===== config.mk =====
export PLATFORM = sky130hd
export DESIGN_NAME = divider_recon_seq
export DESIGN_NICKNAME = d
export VERILOG_FILES = /design/src/rtl/divider_recon_pkg.sv /design/src/rtl/divider_recon_absdiff.sv /design/src/rtl/divider_recon_seq.sv
export SDC_FILE = /design/constraint.sdc
export NUM_CORES = 1
export LEC_CHECK = 0
export CORE_ASPECT_RATIO = 2
export CORE_MARGIN = 2
export CORE_UTILIZATION = 28
export DETAILED_ROUTE_END_ITERATION = 8
export DONT_BUFFER_PORTS = 1
export PLACE_DENSITY = 0.46
export SLEW_MARGIN = 20
export SYNTH_ARGS = -nofsm -noshare
export SYNTH_HDL_FRONTEND = slang
export SYNTH_HIERARCHICAL = 1
export SYNTH_SLANG_ARGS = --single-unit

===== constraint.sdc =====
create_clock -name clk -period 5.8 [get_ports clk]
set_input_delay 0.58 -clock clk [delete_from_list [all_inputs] [get_ports clk]]
set_output_delay 0.58 -clock clk [all_outputs]
set_load 0.01 [all_outputs]

===== src/rtl/divider_recon_pkg.sv =====
// Shared types and constants for the sequential dividend reconstructor.
// The optional error path in divider_recon_seq is enabled by DIVIDER_RECON_ERR_EN.
package divider_recon_pkg;

   typedef enum logic [1:0] {
      IDLE = 2'd0,
      RUN  = 2'd1,
      DONE = 2'd2
   } recon_state_t;

   localparam int DIV_DW = 8;

   // Iteration counter width; a floor of one bit keeps degenerate widths legal.
   function automatic int recon_cnt_w(input int dw);
      return (dw > 1) ? $clog2(dw) : 1;
   endfunction

   localparam int DIV_CW = recon_cnt_w(DIV_DW);

endpackage


===== src/rtl/divider_recon_absdiff.sv =====
// Combinational absolute difference |a - b| of two unsigned W-bit values.
// Used by divider_recon_seq only when DIVIDER_RECON_ERR_EN is defined.
module divider_recon_absdiff #(
   parameter int W = 16
) (
   input  logic [W-1:0] a,
   input  logic [W-1:0] b,
   output logic [W-1:0] y
);

   // Subtract the smaller operand from the larger so the result never wraps.
   always_comb begin
      y = {W{1'b0}};
      if (a >= b) begin
         y = a - b;
      end else begin
         y = b - a;
      end
   end

endmodule


===== src/rtl/divider_recon_seq.sv =====
// Sequential dividend reconstructor: n_hat = q*d + r using a shift-and-add
// datapath that consumes one quotient bit per cycle (fixed DW-cycle latency).
// Optional feature macro: DIVIDER_RECON_ERR_EN adds n_ref / err / err_nz.
module divider_recon_seq
   import divider_recon_pkg::*;
#(
   parameter int DW = DIV_DW
) (
   input  logic            clk,
   input  logic            rst_n,
   input  logic            start,
   input  logic [DW-1:0]   q,
   input  logic [DW-1:0]   d,
   input  logic [DW-1:0]   r,
   output logic            busy,
   output logic            done,
   output logic [2*DW-1:0] n_hat
`ifdef DIVIDER_RECON_ERR_EN
   ,
   input  logic [2*DW-1:0] n_ref,
   output logic [2*DW-1:0] err,
   output logic            err_nz
`endif
);

   localparam int             CW       = recon_cnt_w(DW);
   localparam logic [CW-1:0]  CNT_LAST = CW'(DW - 1);
   localparam logic [CW-1:0]  CNT_ONE  = CW'(1);

   recon_state_t       state_r;
   recon_state_t       state_nxt_s;
   logic [2*DW-1:0]    acc_r;
   logic [2*DW-1:0]    mcand_r;
   logic [DW-1:0]      mplier_r;
   logic [CW-1:0]      cnt_r;
   logic [2*DW-1:0]    n_hat_r;
   logic [2*DW-1:0]    acc_sum_s;
   logic               accept_s;
   logic               last_s;
   logic               busy_s;
   logic               done_s;

   // Start is honoured only when no iteration is in flight; classify the last step.
   always_comb begin
      accept_s = 1'b0;
      last_s   = 1'b0;
      if ((state_r == IDLE) || (state_r == DONE)) begin
         accept_s = start;
      end else begin
         accept_s = 1'b0;
      end
      if ((state_r == RUN) && (cnt_r == CNT_LAST)) begin
         last_s = 1'b1;
      end else begin
         last_s = 1'b0;
      end
   end

   // Conditional add of the shifted multiplicand for the current quotient bit.
   always_comb begin
      acc_sum_s = acc_r;
      if (mplier_r[0]) begin
         acc_sum_s = acc_r + mcand_r;
      end else begin
         acc_sum_s = acc_r;
      end
   end

   // FSM state register.
   always_ff @(posedge clk) begin
      if (!rst_n) begin
         state_r <= IDLE;
      end else begin
         state_r <= state_nxt_s;
      end
   end

   // FSM next-state logic: RUN lasts DW cycles, DONE lasts one.
   always_comb begin
      state_nxt_s = state_r;
      case (state_r)
         IDLE: begin
            if (start) begin
               state_nxt_s = RUN;
            end else begin
               state_nxt_s = IDLE;
            end
         end
         RUN: begin
            if (cnt_r == CNT_LAST) begin
               state_nxt_s = DONE;
            end else begin
               state_nxt_s = RUN;
            end
         end
         DONE: begin
            if (start) begin
               state_nxt_s = RUN;
            end else begin
               state_nxt_s = IDLE;
            end
         end
         default: begin
            state_nxt_s = IDLE;
         end
      endcase
   end

   // FSM output decode straight from the state register.
   always_comb begin
      busy_s = 1'b0;
      done_s = 1'b0;
      case (state_r)
         IDLE: begin
            busy_s = 1'b0;
            done_s = 1'b0;
         end
         RUN: begin
            busy_s = 1'b1;
            done_s = 1'b0;
         end
         DONE: begin
            busy_s = 1'b0;
            done_s = 1'b1;
         end
         default: begin
            busy_s = 1'b0;
            done_s = 1'b0;
         end
      endcase
   end

   assign busy  = busy_s;
   assign done  = done_s;
   assign n_hat = n_hat_r;

   // Shift-add datapath: load operands on accept, one iteration per RUN cycle.
   always_ff @(posedge clk) begin
      if (!rst_n) begin
         acc_r    <= {(2*DW){1'b0}};
         mcand_r  <= {(2*DW){1'b0}};
         mplier_r <= {DW{1'b0}};
         cnt_r    <= {CW{1'b0}};
      end else if (accept_s) begin
         acc_r    <= {{DW{1'b0}}, r};
         mcand_r  <= {{DW{1'b0}}, d};
         mplier_r <= q;
         cnt_r    <= {CW{1'b0}};
      end else if (state_r == RUN) begin
         acc_r    <= acc_sum_s;
         mcand_r  <= {mcand_r[2*DW-2:0], 1'b0};
         mplier_r <= {1'b0, mplier_r[DW-1:1]};
         cnt_r    <= cnt_r + CNT_ONE;
      end else begin
         acc_r    <= acc_r;
         mcand_r  <= mcand_r;
         mplier_r <= mplier_r;
         cnt_r    <= cnt_r;
      end
   end

   // Result register: written only on the final iteration, held otherwise.
   always_ff @(posedge clk) begin
      if (!rst_n) begin
         n_hat_r <= {(2*DW){1'b0}};
      end else if (last_s) begin
         n_hat_r <= acc_sum_s;
      end else begin
         n_hat_r <= n_hat_r;
      end
   end

`ifdef DIVIDER_RECON_ERR_EN
   logic [2*DW-1:0] n_ref_r;
   logic [2*DW-1:0] err_r;
   logic            err_nz_r;
   logic [2*DW-1:0] diff_s;

   divider_recon_absdiff #(
      .W (2*DW)
   ) u_absdiff (
      .a (acc_sum_s),
      .b (n_ref_r),
      .y (diff_s)
   );

   // Reference dividend captured with the other operands at accept.
   always_ff @(posedge clk) begin
      if (!rst_n) begin
         n_ref_r <= {(2*DW){1'b0}};
      end else if (accept_s) begin
         n_ref_r <= n_ref;
      end else begin
         n_ref_r <= n_ref_r;
      end
   end

   // Error magnitude and nonzero flag, updated alongside n_hat.
   always_ff @(posedge clk) begin
      if (!rst_n) begin
         err_r    <= {(2*DW){1'b0}};
         err_nz_r <= 1'b0;
      end else if (last_s) begin
         err_r    <= diff_s;
         err_nz_r <= |diff_s;
      end else begin
         err_r    <= err_r;
         err_nz_r <= err_nz_r;
      end
   end

   assign err    = err_r;
   assign err_nz = err_nz_r;
`endif

endmodule


==> results.md <==
Layout:
- The share of the core filled with cells is 31.9%.
- Of the cells placed in the final design, the portion with a size suffix greater than 1 is 6.67%.
- The net total in the final layout is 430.
- The layout has 1241 filler cells.
- Relative to the synthesized area, the layout overhead comes to 12.1%.
- The multi-input combinational cells in the finished layout cover a total of 1940 µm².
- The register cell area after layout is 1220 µm².
- The count of inserted antenna diode cells is 0.

Synthesis:
- Yosys attributes the largest share of cell area to sky130_fd_sc_hd__dfxtp_1, sky130_fd_sc_hd__a21oi_1, sky130_fd_sc_hd__nand2_1.
- By area, the combinational part of the netlist is dominated by compound AO/OA/AOI/OAI gates.
- The mapped netlist covers 3290 µm².
- The async set-reset flop share out of synthesis is 0%.
- The share of Yosys cell area claimed by the top area cell type is 37.1%.
- Yosys mapped a number of flops with a built-in enable equal to 0.
- The flop and latch count out of synthesis is 61.
- The number of warning messages in the yosys log is 6.
- The library cell occupying the most area in the post-synthesis netlist is sky130_fd_sc_hd__dfxtp_1.
- The area fraction in compound gates after synthesis is 30.7%.
- The synthesized netlist devotes 16.4% of its cell area to simple gates.
- The post-synthesis net count is 440.
- The prevailing post-synth register cell is sky130_fd_sc_hd__dfxtp_1.
- After technology mapping, the gate count stands at 395.
- Summing the areas of all fa, ha and maj instances in the mapped netlist gives 7.07% of the synthesized area.
- The mean instance size in the synthesized netlist is 8.33 µm².
- The XOR/XNOR share of the synthesized area is 2.93%.
- After synthesis, the share of cell area in mux cells is 1.86%.
- The share of the Yosys chip area taken by registers is 37.1%.
- The synthesized netlist contains 51 unique library cells.

Route:
- The sum of routed wire length over all layers is 8890 µm.
- For this run, design rule violations remaining after detail routing come to 0.
- The first-pass iteration count of the detailed router is 4.
- The per-cell via count in the routed design is 5.32.
- The per-cell routed wire length is 16.6 µm.
- The detailed router finished its first iteration with 131 violations.
- The remaining antenna violation count after routing is 0.
- For this block, the via count after detailed routing is 2846.

Timing:
- The transition at the pin with the smallest max-transition slack is 980 ps.
- The worst-case headroom to the max-slew limit is 34.7%.
- In the finished design, the share of the clock period the worst path needs comes to 54.6%.
- The worst clock skew is 2.97 ps.
- For the final routed database, the setup TNS stands at 0 ps.
- Setup repair after global routing left no endpoint under its margin.
- The number of hold violations in the final report came to 0.
- The setup-violating endpoint count in the final report is 0.
- The top achievable clock speed is 316 MHz.
- Subtracting the final worst setup slack from the clock period gives 3170 ps.
- The count of pins over their slew limit is 0.

GRT:
- The via count of the first global-routing pass is 2755.
- The first global-routing pass estimated 14400 µm of wire.
- Across every metal layer, demand over resource in global routing totals 14.8%.
- The initial antenna violation count came to 0.
- The pin count of the biggest net entering global routing is 47.
- Summed over all layers, the global routing overflow is 0.

Status:
- The run finished with clean final reports.

Hold path:
- The worst hold-check path type is input port to flop.
- Along the worst hold path, the cell count comes to 1.

Setup path:
- The worst setup path is launched from a flop.
- The arrival time of the worst setup path is 3380 ps.
- The endpoint kind of the worst setup timing path is a flop.
- On the critical path, the stage with the largest delay is an instance of sky130_fd_sc_hd__and2_1.
- The required time at the worst-slack endpoint is 6010 ps.
- In this design, the stage delay of the slowest critical-path cell is 810 ps.
- The critical path goes through nand2b_1, inv_1, buf_4, and2_1, nand2_1, o31ai_1, nor3_1.
- The critical path runs through a total of 7 cells.
- Along the worst path, the maximum fanout reaches 26.
- The cell class contributing the biggest share of worst-path delay is simple AND/OR/NAND/NOR gates.
- The startpoint-to-endpoint class of the critical path is flop to flop.
- Counting cells, the worst reg-to-reg path comes to 7.
- Counting both buffers and inverters, the worst setup path holds a total of 2.

Power:
- Of the total power, the share spent switching nets is 24.2%.
- The internal portion of total power is 0.000783 W.
- The ratio of total power to cell area is 280 nW/µm².
- The peak supply drop is 0.163 mV.
- The total power is 0.00103 W.
- Combinational cells account for 9.5% of the total power.
- For this design the static power due to leakage is 1.41 nW.
- The net switching power is 0.000250 W.
- The share of total power dissipated in the clock network is 47.5%.
- The relative contribution of sequential cells to total power is 43.0%.

Clock tree:
- The number of buffers on the longest clock path is 2.
- The CTS tree is yes.
- After clock tree synthesis, the clock-pin slew on the worst setup and hold paths is 50 ps.
- The count of clock tree sinks is 61.
- The post-cts hold buffer count is 0.
- The clock network latency to the later pin of the worst-skew pair is 330 ps.
- The tree is rooted in a sky130_fd_sc_hd__clkbuf_16.
- The H-tree was split into 3 levels.
- The total setup buffers inserted after CTS is 0.
- The number of cells upsized or downsized after cts is 0.
- The total clock buffers created by CTS is 9.

Placed design:
- The global placer's final weighted congestion is 0.852.
- Summed over all nets, the half-perimeter wirelength after detailed placement is 6100 µm.
- Input and output buffers added on the ports amount to 0.

Die:
- The die footprint is 12700 µm².
- The initial utilization of the core area, before any placement, comes to 28.5%.
- The site row count is 56.
- Measured along the y axis, the die boundary spans 157 µm.
- During I/O placement, the number of pins put on the boundary was 45.
- The core footprint is 11600 µm².
- The die is 80.6 µm wide.

Run:
- The total of max-cap violations is 0.
-- cell families (layout without fill, tap and decap cells) --
kind of cell / count (synthesis) / after routing
AO/OA/AOI/OAI: 152 / 152
XOR/XNOR: 11 / 11
adder cells (fa/ha/maj): 18 / 18
buffers and inverters: 33 / 28
flip-flops: 61 / 61
multiplexers: 6 / 6
AND/OR/NAND/NOR: 114 / 114
-- Yosys cell counts, types with 9 or more instances --
cell type,number
sky130_fd_sc_hd__xnor2_1,9
sky130_fd_sc_hd__nor2_1,10
sky130_fd_sc_hd__a21oi_1,46
sky130_fd_sc_hd__clkbuf_1,23
sky130_fd_sc_hd__dfxtp_1,61
sky130_fd_sc_hd__a22oi_1,21
sky130_fd_sc_hd__a21boi_0,14
sky130_fd_sc_hd__o21ai_0,21
sky130_fd_sc_hd__ha_1,17
sky130_fd_sc_hd__nand2_1,61
-- power groups by stage --
stage               logic (W)  registers [W]  clock network (W)
floorplan           0.0000799       0.000449                  0
global placement    0.0000985       0.000454                  0
detailed placement  0.0000985       0.000453                  0
CTS                 0.0000990       0.000445           0.000506
global route         0.000110       0.000446           0.000521
finish              0.0000980       0.000445           0.000491
-- stage by stage --
| step | instance area (µm²) | cells | setup slack (ps) | hold slack (ps) |
|---|---|---|---|---|
| 3_5_place_dp | 3410 | 519 | 2570 | 459 |
| 6_report | 3690 | 535 | 2630 | 383 |
| 5_1_grt | 3690 | 535 | 2360 | 371 |
| 3_3_place_gp | 3410 | 519 | 2640 | 450 |
| 4_1_cts | 3690 | 535 | 2600 | 367 |
| 2_1_floorplan | 3290 | 395 | 3340 | 440 |
-- per-layer routing --
layer	global-route usage, %	wire length (µm)
met1	19.6	4260
met2	22.4	4050
met3	4.07	451
met4	6.46	131
met5	0	0
-- worst register-to-register path, cell delays in order, from the launching register on --
cell and delay (ps):
sky130_fd_sc_hd__dfxtp_1 300, sky130_fd_sc_hd__nand2b_1 470, sky130_fd_sc_hd__inv_1 630, sky130_fd_sc_hd__buf_4 340, sky130_fd_sc_hd__and2_1 810, sky130_fd_sc_hd__nand2_1 160
sky130_fd_sc_hd__o31ai_1 280, sky130_fd_sc_hd__nor3_1 60
-- registers in the layout, summed over array words and instances (netlist names) --
name / flops
acc_r: 16
mcand_r: 16
n_hat: 16
mplier_r: 8
cnt_r: 3
state_r: 2
-- cell type report --
| cell class | instances | share of cell area [%] |
|---|---|---|
| flip-flops and latches | 61 | 33.1 |
| clock buffers | 15 | 7.26 |
| clock inverters | 1 | 0.136 |
| well taps | 145 | 4.92 |
| inverters | 6 | 0.611 |
| repair buffers | 6 | 1.22 |
| multi-input cells | 301 | 52.7 |
-- layout by cell type, fill, tap and decap left out, types with 6 or more instances in the layout --
| master | synthesis | routed |
|---|---|---|
| sky130_fd_sc_hd__nor2_1 | 10 | 10 |
| sky130_fd_sc_hd__a21oi_1 | 46 | 46 |
| sky130_fd_sc_hd__dfxtp_1 | 61 | 61 |
| sky130_fd_sc_hd__a21o_1 | 7 | 7 |
| sky130_fd_sc_hd__o211ai_1 | 6 | 6 |
| sky130_fd_sc_hd__xnor2_1 | 9 | 9 |
| sky130_fd_sc_hd__nor2b_1 | 7 | 6 |
| sky130_fd_sc_hd__a22oi_1 | 21 | 21 |
| sky130_fd_sc_hd__a21boi_0 | 14 | 14 |
| sky130_fd_sc_hd__nand3_1 | 6 | 6 |
| sky130_fd_sc_hd__buf_4 | 0 | 6 |
| sky130_fd_sc_hd__o21ai_0 | 21 | 21 |
| sky130_fd_sc_hd__ha_1 | 17 | 17 |
| sky130_fd_sc_hd__and2_1 | 7 | 7 |
| sky130_fd_sc_hd__clkbuf_16 | 0 | 9 |
| sky130_fd_sc_hd__nand2_1 | 61 | 61 |
| sky130_fd_sc_hd__inv_1 | 6 | 6 |
-- worst paths after layout --
| check | startpoint | to | slack, ps |
|---|---|---|---|
| worst max-delay path | state_r[1] | n_hat[15] | 2630 |
| worst min-delay path | rst_n | state_r[0] | 380 |
| worst max register to register | state_r[1] | n_hat[15] | 2630 |
| worst min register to register | mplier_r[1] | mplier_r[1] | 460 |
Note: power is estimated with default switching activity, not from simulation.
